--- config.mk ---
export PLATFORM = sky130hd
export DESIGN_NAME = clock_ctrl
export DESIGN_NICKNAME = d
export VERILOG_FILES = /design/src/rtl/clock_ctrl.sv
export SDC_FILE = /design/constraint.sdc
export NUM_CORES = 1
export LEC_CHECK = 0
export CAP_MARGIN = 20
export CORE_UTILIZATION = 57
export CTS_CLUSTER_SIZE = 40
export DETAILED_ROUTE_END_ITERATION = 7
export DONT_BUFFER_PORTS = 1
export HOLD_SLACK_MARGIN = 0.02
export PLACE_DENSITY = 0.8
export SKIP_LAST_GASP = 1
export SLEW_MARGIN = 10
export SYNTH_ARGS = -nofsm -noshare
export SYNTH_HDL_FRONTEND = slang
export SYNTH_SLANG_ARGS = --single-unit
--- constraint.sdc ---
create_clock -name clk -period 5 [get_ports clk]
set_input_delay 1.25 -clock clk [delete_from_list [all_inputs] [get_ports clk]]
set_output_delay 1.25 -clock clk [all_outputs]
set_load 0.02 [all_outputs]
--- src/rtl/clock_ctrl.sv ---
// Computer clock controller: manual (debounced button), free-run, counted burst and sticky halt.
// cpu_clk is always a registered output; every mode change lands on a clean low phase.
module clock_ctrl #(
  parameter int unsigned DIV_WIDTH  = 8,
  parameter int unsigned DEB_CYCLES = 16,
  parameter int unsigned STEP_WIDTH = 8
) (
  input  logic                  clk,
  input  logic                  rst_n,
  input  logic                  select,
  input  logic                  mpulse,
  input  logic                  hlt,
  input  logic                  resume,
  input  logic [DIV_WIDTH-1:0]  div,
  input  logic [STEP_WIDTH-1:0] burst_cnt,
  input  logic                  burst_go,
  output logic                  cpu_clk,
  output logic                  cpu_clk_rise,
  output logic                  halted,
  output logic [1:0]            mode,
  output logic [STEP_WIDTH-1:0] steps_left
);

  localparam int unsigned DEB_W = $clog2(DEB_CYCLES + 1);

  typedef enum logic [1:0] {
    ST_MANUAL = 2'b00,
    ST_RUN    = 2'b01,
    ST_BURST  = 2'b10,
    ST_HALT   = 2'b11
  } state_t;

  state_t                state, state_nxt;
  logic                  clk_nxt;
  logic [DIV_WIDTH-1:0]  div_cnt, cnt_nxt;
  logic [DIV_WIDTH-1:0]  div_lat, div_lat_nxt;
  logic [STEP_WIDTH-1:0] steps_nxt;
  logic [1:0]            sync_q;
  logic [DEB_W-1:0]      deb_cnt;
  logic                  deb_level;
  logic                  wrap;

  // Button path: two-flop synchroniser, then level accepted only after a stable run.
  always_ff @(posedge clk or negedge rst_n) begin
    if (!rst_n) begin
      sync_q    <= '0;
      deb_cnt   <= '0;
      deb_level <= 1'b0;
    end else begin
      sync_q <= {sync_q[0], mpulse};
      if (sync_q[1] == deb_level) begin
        deb_cnt <= '0;
      end else if (deb_cnt == DEB_W'(DEB_CYCLES - 1)) begin
        deb_level <= sync_q[1];
        deb_cnt   <= '0;
      end else begin
        deb_cnt <= deb_cnt + 1'b1;
      end
    end
  end

  // Half-period length comes from div_lat, refreshed only at wraps and mode entry.
  assign wrap = (div_cnt == div_lat);

  always_comb begin
    state_nxt   = state;
    clk_nxt     = cpu_clk;
    cnt_nxt     = div_cnt;
    div_lat_nxt = div_lat;
    steps_nxt   = steps_left;
    if (hlt) begin
      state_nxt = ST_HALT;
      clk_nxt   = 1'b0;
      cnt_nxt   = '0;
      steps_nxt = '0;
    end else begin
      case (state)
        ST_MANUAL: begin
          cnt_nxt = '0;
          clk_nxt = deb_level;
          if (select) begin
            state_nxt   = ST_RUN;
            clk_nxt     = 1'b0;
            div_lat_nxt = div;
          end else if (burst_go && (burst_cnt != '0)) begin
            state_nxt   = ST_BURST;
            clk_nxt     = 1'b0;
            div_lat_nxt = div;
            steps_nxt   = burst_cnt;
          end
        end
        ST_RUN: begin
          if (wrap) begin
            cnt_nxt     = '0;
            div_lat_nxt = div;
            clk_nxt     = ~cpu_clk;
            if (!select && cpu_clk) state_nxt = ST_MANUAL;
          end else begin
            cnt_nxt = div_cnt + 1'b1;
          end
        end
        ST_BURST: begin
          if (wrap) begin
            cnt_nxt     = '0;
            div_lat_nxt = div;
            clk_nxt     = ~cpu_clk;
            if (cpu_clk) begin
              steps_nxt = steps_left - 1'b1;
              if (steps_left == STEP_WIDTH'(1)) state_nxt = ST_MANUAL;
            end
          end else begin
            cnt_nxt = div_cnt + 1'b1;
          end
        end
        ST_HALT: begin
          cnt_nxt = '0;
          clk_nxt = 1'b0;
          if (resume) state_nxt = ST_MANUAL;
        end
        default: begin
          state_nxt = ST_MANUAL;
          clk_nxt   = 1'b0;
          cnt_nxt   = '0;
        end
      endcase
    end
  end

  always_ff @(posedge clk or negedge rst_n) begin
    if (!rst_n) begin
      state        <= ST_MANUAL;
      cpu_clk      <= 1'b0;
      cpu_clk_rise <= 1'b0;
      div_cnt      <= '0;
      div_lat      <= '0;
      steps_left   <= '0;
    end else begin
      state        <= state_nxt;
      cpu_clk      <= clk_nxt;
      cpu_clk_rise <= clk_nxt & ~cpu_clk;
      div_cnt      <= cnt_nxt;
      div_lat      <= div_lat_nxt;
      steps_left   <= steps_nxt;
    end
  end

  assign halted = (state == ST_HALT);
  assign mode   = state;

endmodule

==> results of run 1 <==
state kept, by name, summed over array words and instances (netlist names):
name,count
deb_level,1
cpu_clk,1
mode,2
div_lat,8
div_cnt,8
cpu_clk_rise,1
steps_left,8
sync_q,2
deb_cnt,5
placed cells by master, fill, tap and decap left out, types with 4 or more instances in the layout:
cell,synthesis,routed
mux2_2,9,9
a31oi_1,5,5
nor2_1,18,18
nand2_1,5,5
a21oi_1,8,8
clkbuf_4,0,5
xnor2_1,10,10
or3_1,4,4
inv_1,10,10
o21ai_0,4,4
ha_1,9,9
dfrtp_1,36,36
nand3_1,19,19
xor2_1,8,8
and3_1,4,4
cell type report:
type / instances / area [sq um]
Tap cell: 46 / 57.56
Multi-Input combinational cell: 150 / 1077
Clock buffer: 8 / 58.81
Fill cell: 292 / 1231
Inverter: 10 / 37.54
Sequential cell: 36 / 900.9
power by group:
| group | total, mW | internal, mW | switching (mW) |
|---|---|---|---|
| combinational | 0.529 | 0.225 | 0.304 |
| clock | 0.158 | 0.0693 | 0.0891 |
| sequential | 0.498 | 0.365 | 0.133 |
| total | 1.19 | 0.660 | 0.526 |
cell families (layout without fill, tap and decap cells):
logic type | Yosys count | in the layout
AND/OR/NAND/NOR | 73 | 73
AO/OA/AOI/OAI | 40 | 40
flip-flops | 36 | 36
XOR/XNOR | 18 | 18
buffers and inverters | 13 | 18
multiplexers | 10 | 10
adder cells (fa/ha/maj) | 9 | 9
routing by layer:
metal / routed length, um / global-route usage, % / vias up
li1: - / - / 746
met1: 1667 / 28.86 / 766
met2: 2202 / 44.55 / 89
met3: 320 / 6.933 / 15
met4: 128 / 12.38 / 0
met5: 0 / 0 / -
per-stage QoR:
stage	cell area [sq um]	hold WS (ns)	std cells	setup WS (ns)
after floorplan	2027	0.3312	199	2.291
after global placement	2073	0.3348	242	2.217
after detailed placement	2073	0.3347	242	2.172
after CTS	2132	0.3563	250	2.436
after global routing	2132	0.3608	250	2.257
final	2132	0.3541	250	2.419
worst max-delay path by stage:
stage               endpoint  depth (start not counted)
6_report       steps_left[7]                          7
5_1_grt        steps_left[7]                          7
4_1_cts               halted                          1
3_5_place_dp      div_lat[4]                          5
3_3_place_gp      div_lat[5]                          5
2_1_floorplan     div_lat[0]                          5
==> results.sh, run 1 <==
export IMPL_outcome="completed"
export IMPL_synth_xor_area_share_pct=7.778
export IMPL_hold_end="sync_q[1]"
export IMPL_grt_max_degree=37
export IMPL_numCtsBuffers=5
export IMPL_fin_nets=235
export IMPL_cts_clk_slew_worst_paths_ns=0.10
export IMPL_max_slew_margin_pct=38.96
export IMPL_async_reset_ff_share_pct=100.0
export IMPL_syn_to_final_growth_pct=5.185
export IMPL_synth_most_common_cell="dfrtp_1"
export IMPL_ant_nets=0
export IMPL_fin_skew_ns=0.009293
export IMPL_synth_top_cell_area_share_pct=44.44
export IMPL_worstReg2RegStart="mode[0]"
export IMPL_worst_pin_slew_ns=0.9156
export IMPL_io_buffers=0
export IMPL_synth_top_family_by_area="simple AND/OR/NAND/NOR gates"
export IMPL_grt_usage_pct=25.56
export IMPL_hp_class="reg2reg"
export IMPL_fmax_mhz=387.5
export IMPL_netlist_area_sq_um=2027
export IMPL_hold_viol=0
export IMPL_peakVddDrop_mv=0.2431
export IMPL_start_util_pct=60.27
export IMPL_vias=1616
export IMPL_critical_path_arrival_ns=2.84
export IMPL_avgRoutedWirePerCell_um=17.28
export IMPL_crit_start="mode[0]"
export IMPL_critPathMaxFanout=14
export IMPL_avgViaCountPerCell=6.464
export IMPL_cp_slowest_cell="dfrtp_1"
export IMPL_yosys_most_used_dff="dfrtp_1"
export IMPL_gp_congestion=0.9662
export IMPL_antenna_cells=0
export IMPL_tns_ns=0
export IMPL_rows=21
export IMPL_crit_chain="inv_1, ha_1, inv_1, or3_1, nor4_1, nand3_1, o221ai_1"
export IMPL_criticalPathCategory="reg2reg"
export IMPL_hpwl_um=3282
export IMPL_synth_simple_gate_area_share_pct=19.44
export IMPL_dr_pass1_iters=4
export IMPL_rsz0062_at_grt="false"
export IMPL_die_w_um=61.63
export IMPL_worst_r2r_cell_count=7
export IMPL_required_ns=5.26
export IMPL_yosysTopAreaCell="dfrtp_1"
export IMPL_min_from="sync_q[0]"
export IMPL_drive_above_1_share_pct=10.29
export IMPL_io_pins=36
export IMPL_maxCapViolations=0
export IMPL_synthMuxAreaShare_pct=5.494
export IMPL_hold_buffers=0
export IMPL_htree_levels=2
export IMPL_drc_errors=0
export IMPL_finalCriticalPeriod_ns=2.581
export IMPL_cpMostUsedCell="inv_1"
export IMPL_p_total_mw=1.186
export IMPL_synth_fp_nets=231
export IMPL_cellPowerDensity_nw_per_um2=556.4
export IMPL_grt_pass1_vias=1608
export IMPL_r2r_end="steps_left[7]"
export IMPL_holdPathStages=0
export IMPL_cts_path_max_buffers=2
export IMPL_ys_top_cells_by_area="dfrtp_1 (44%), ha_1 (5.6%), mux2_2 (5.0%)"
export IMPL_cpPeakStageDelay_ns=0.55
export IMPL_root_buffer="clkbuf_4"
export IMPL_coreArea_sq_um=3363
export IMPL_grt_pass1_wl_um=6810
export IMPL_dieArea_sq_um=3798
export IMPL_die_h_um=61.63
export IMPL_post_cts_repair_setup_buffers=0
export IMPL_start_kind="flip-flop"
export IMPL_ctsResizeCount=0
export IMPL_ys_types=45
export IMPL_antenna_found_initial=0
export IMPL_rrSetupSlack_ns=2.42
export IMPL_slew_violations=0
export IMPL_synth_compound_area_share_pct=14.88
export IMPL_first_iter_violations=236
export IMPL_syn_area_per_cell_sq_um=10.19
export IMPL_grt_overflow=0
export IMPL_p_leak_nw=0.9037
export IMPL_cts_tree="built"
export IMPL_cpLargestDelayFamily="simple AND/OR/NAND/NOR gates"
export IMPL_yosys_area_share_adder_pct=5.556
export IMPL_setup_viol=0
export IMPL_syn_inst=199
export IMPL_synth_edf_count=0
export IMPL_path_buf_inv=2
export IMPL_ys_ff_latch=36
export IMPL_synth_common_cells="dfrtp_1 (36), nand3_1 (19), nor2_1 (18)"
export IMPL_ys_warn_count=0
export IMPL_clk_latency_ns=0.34
export IMPL_period_share_pct=51.62
export IMPL_final_core_util_pct=63.39
export IMPL_cp_end_kind="flip-flop"
export IMPL_routed_wl_um=4319
export IMPL_yosysSeqAreaShare_pct=44.44
export IMPL_clock_sinks=36
(Power assumes the default switching activity.)
==> inputs of run 2 (changes only) <==
==> constraint.sdc (replaced) <==
create_clock -name clk -period 2.5 [get_ports clk]
set_input_delay 0.625 -clock clk [delete_from_list [all_inputs] [get_ports clk]]
set_output_delay 0.625 -clock clk [all_outputs]
set_load 0.02 [all_outputs]
==> run 2 against run 1 <==
  * Maximum frequency grew 9.7%
  * Power grew 110%
  * Sequential share of layout area shrank 1.1 points
  * Clock-buffer cell count shrank 2
  * Core utilization grew 1.7 points
  * Non-clock buffer count grew 5
  * Critical endpoint is now steps_left[5]
==> results.sh, run 2 (synthesis results as in run 1) <==
export IMPL_drive_above_1_share_pct=13.40
export IMPL_cpLargestDelayFamily="compound AO/OA/AOI/OAI gates"
export IMPL_start_util_pct=60.27
export IMPL_grt_overflow=0
export IMPL_antenna_found_initial=0
export IMPL_p_clk_share_pct=13.6
export IMPL_reg_largest_list="div_cnt (8), div_lat (8), steps_left (8)"
export IMPL_grt_max_degree=37
export IMPL_final_cell_mix="dfrtp_1 (36), nand3_1 (19), nor2_1 (18)"
export IMPL_coreArea_sq_um=3363
export IMPL_final_core_util_pct=65.10
export IMPL_worst_r2r_cell_count=5
export IMPL_cts_clk_slew_worst_paths_ns=0.11
export IMPL_fin_nets=240
export IMPL_vias=1624
export IMPL_die_w_um=61.63
export IMPL_rsz0062_at_grt="false"
export IMPL_worstReg2RegStart="mode[1]"
export IMPL_fmax_mhz=424.9
export IMPL_cp_slowest_cell="a221oi_1"
export IMPL_peakVddDrop_mv=0.6272
export IMPL_max_slew_margin_pct=37.31
export IMPL_combinationalPowerShare_pct=46.6
export IMPL_maxCapViolations=0
export IMPL_cp_end_kind="flip-flop"
export IMPL_slew_violations=0
export IMPL_p_seq_share_pct=39.8
export IMPL_post_cts_repair_setup_buffers=0
export IMPL_critical_path_arrival_ns=2.61
export IMPL_cellPowerDensity_nw_per_um2=1122
export IMPL_rows=21
export IMPL_path_buf_inv=1
export IMPL_worst_pin_slew_ns=0.9404
export IMPL_period_share_pct=94.13
export IMPL_tns_ns=0
export IMPL_clk_latency_ns=0.35
export IMPL_ctsResizeCount=0
export IMPL_io_buffers=0
export IMPL_swShare_pct=44.66
export IMPL_r2r_end="steps_left[5]"
export IMPL_p_leak_nw=0.9297
export IMPL_setup_viol=0
export IMPL_gp_congestion=0.9502
export IMPL_rrSetupSlack_ns=0.15
export IMPL_grt_pass1_wl_um=7044
export IMPL_htree_levels=2
export IMPL_ant_nets=0
export IMPL_layout_commonest_cell="dfrtp_1"
export IMPL_hold_viol=0
export IMPL_die_h_um=61.63
export IMPL_criticalPathCategory="reg2reg"
export IMPL_power_internal_mw=1.360
export IMPL_finalCriticalPeriod_ns=2.353
export IMPL_critPathMaxFanout=8
export IMPL_cp_endpoint="steps_left[5]"
export IMPL_grt_usage_pct=26.58
export IMPL_dr_pass1_iters=5
export IMPL_clock_sinks=36
export IMPL_cts_path_max_buffers=2
export IMPL_grt_pass1_vias=1657
export IMPL_routed_wl_um=4532
export IMPL_syn_to_final_growth_pct=8.025
export IMPL_outcome="completed"
export IMPL_start_kind="flip-flop"
export IMPL_first_iter_violations=212
export IMPL_cts_tree="built"
export IMPL_avgRoutedWirePerCell_um=17.77
export IMPL_crit_chain="inv_1, ha_1, a221oi_1, a21oi_1, a311oi_1"
export IMPL_io_pins=36
export IMPL_dieArea_sq_um=3798
export IMPL_avgViaCountPerCell=6.369
export IMPL_cp_depth=5
export IMPL_hpwl_um=3362
export IMPL_required_ns=2.75
export IMPL_root_buffer="clkbuf_4"
export IMPL_hp_class="in2async"
export IMPL_cpPeakStageDelay_ns=0.83
export IMPL_power_switching_mw=1.098
export IMPL_antenna_cells=0
export IMPL_fin_skew_ns=0.008459
export IMPL_crit_start="mode[1]"
export IMPL_drc_errors=0
export IMPL_numCtsBuffers=5
==> run 2: final cells by class <==
| type | count | area (sq um) |
|---|---|---|
| Multi-Input combinational cell | 150 | 1077 |
| Clock inverter | 2 | 15.01 |
| Clock buffer | 6 | 51.30 |
| Sequential cell | 36 | 900.9 |
| Timing Repair Buffer | 5 | 50.05 |
| Fill cell | 283 | 1174 |
| Inverter | 10 | 37.54 |
| Tap cell | 46 | 57.56 |
==> run 2: power groups by stage <==
stage,logic (mW),clock network [mW],registers (mW)
final,1.14,0.335,0.978
after detailed placement,1.11,0,0.986
after global routing,1.24,0.384,0.999
after floorplan,0.864,0,0.953
after global placement,1.07,0,0.970
after CTS,1.13,0.347,0.973
==> run 2: timing repair <==
action                                  4_1_cts  5_1_grt
hold buffers                                  1        0
endpoints found under the setup margin        0        0
endpoints found under the hold margin        36        0
==> run 2: layer usage <==
metal	part of all wire, %	global-route usage, %	up-vias
li1	-	-	751
met1	38	27.25	781
met2	51	46.85	79
met3	8.0	9.454	13
met4	2.5	14.92	0
met5	0	0	-
==> run 2: worst min path at each step <==
| stage | depth (start not counted) | end | startpoint |
|---|---|---|---|
| 6_report | 1 | deb_cnt[0] | rst_n |
| 5_1_grt | 1 | steps_left[2] | rst_n |
| 4_1_cts | 1 | div_lat[2] | rst_n |
| 3_5_place_dp | 0 | steps_left[6] | rst_n |
| 3_3_place_gp | 0 | steps_left[2] | rst_n |
| 2_1_floorplan | 0 | cpu_clk | rst_n |
==> run 2: per-stage QoR <==
stage               worst slack, ns  hold WS [ns]  instance area, sq um  power [mW]  cells
floorplan                    0.3460        0.3294                  2027       1.817    199
global placement             0.3163        0.3301                  2103       2.036    246
detailed placement           0.2066        0.3302                  2103       2.093    246
CTS                          0.1987       0.09073                  2190       2.447    255
global route                0.02599       0.06579                  2190       2.627    255
finish                       0.1467       0.09298                  2190       2.458    255
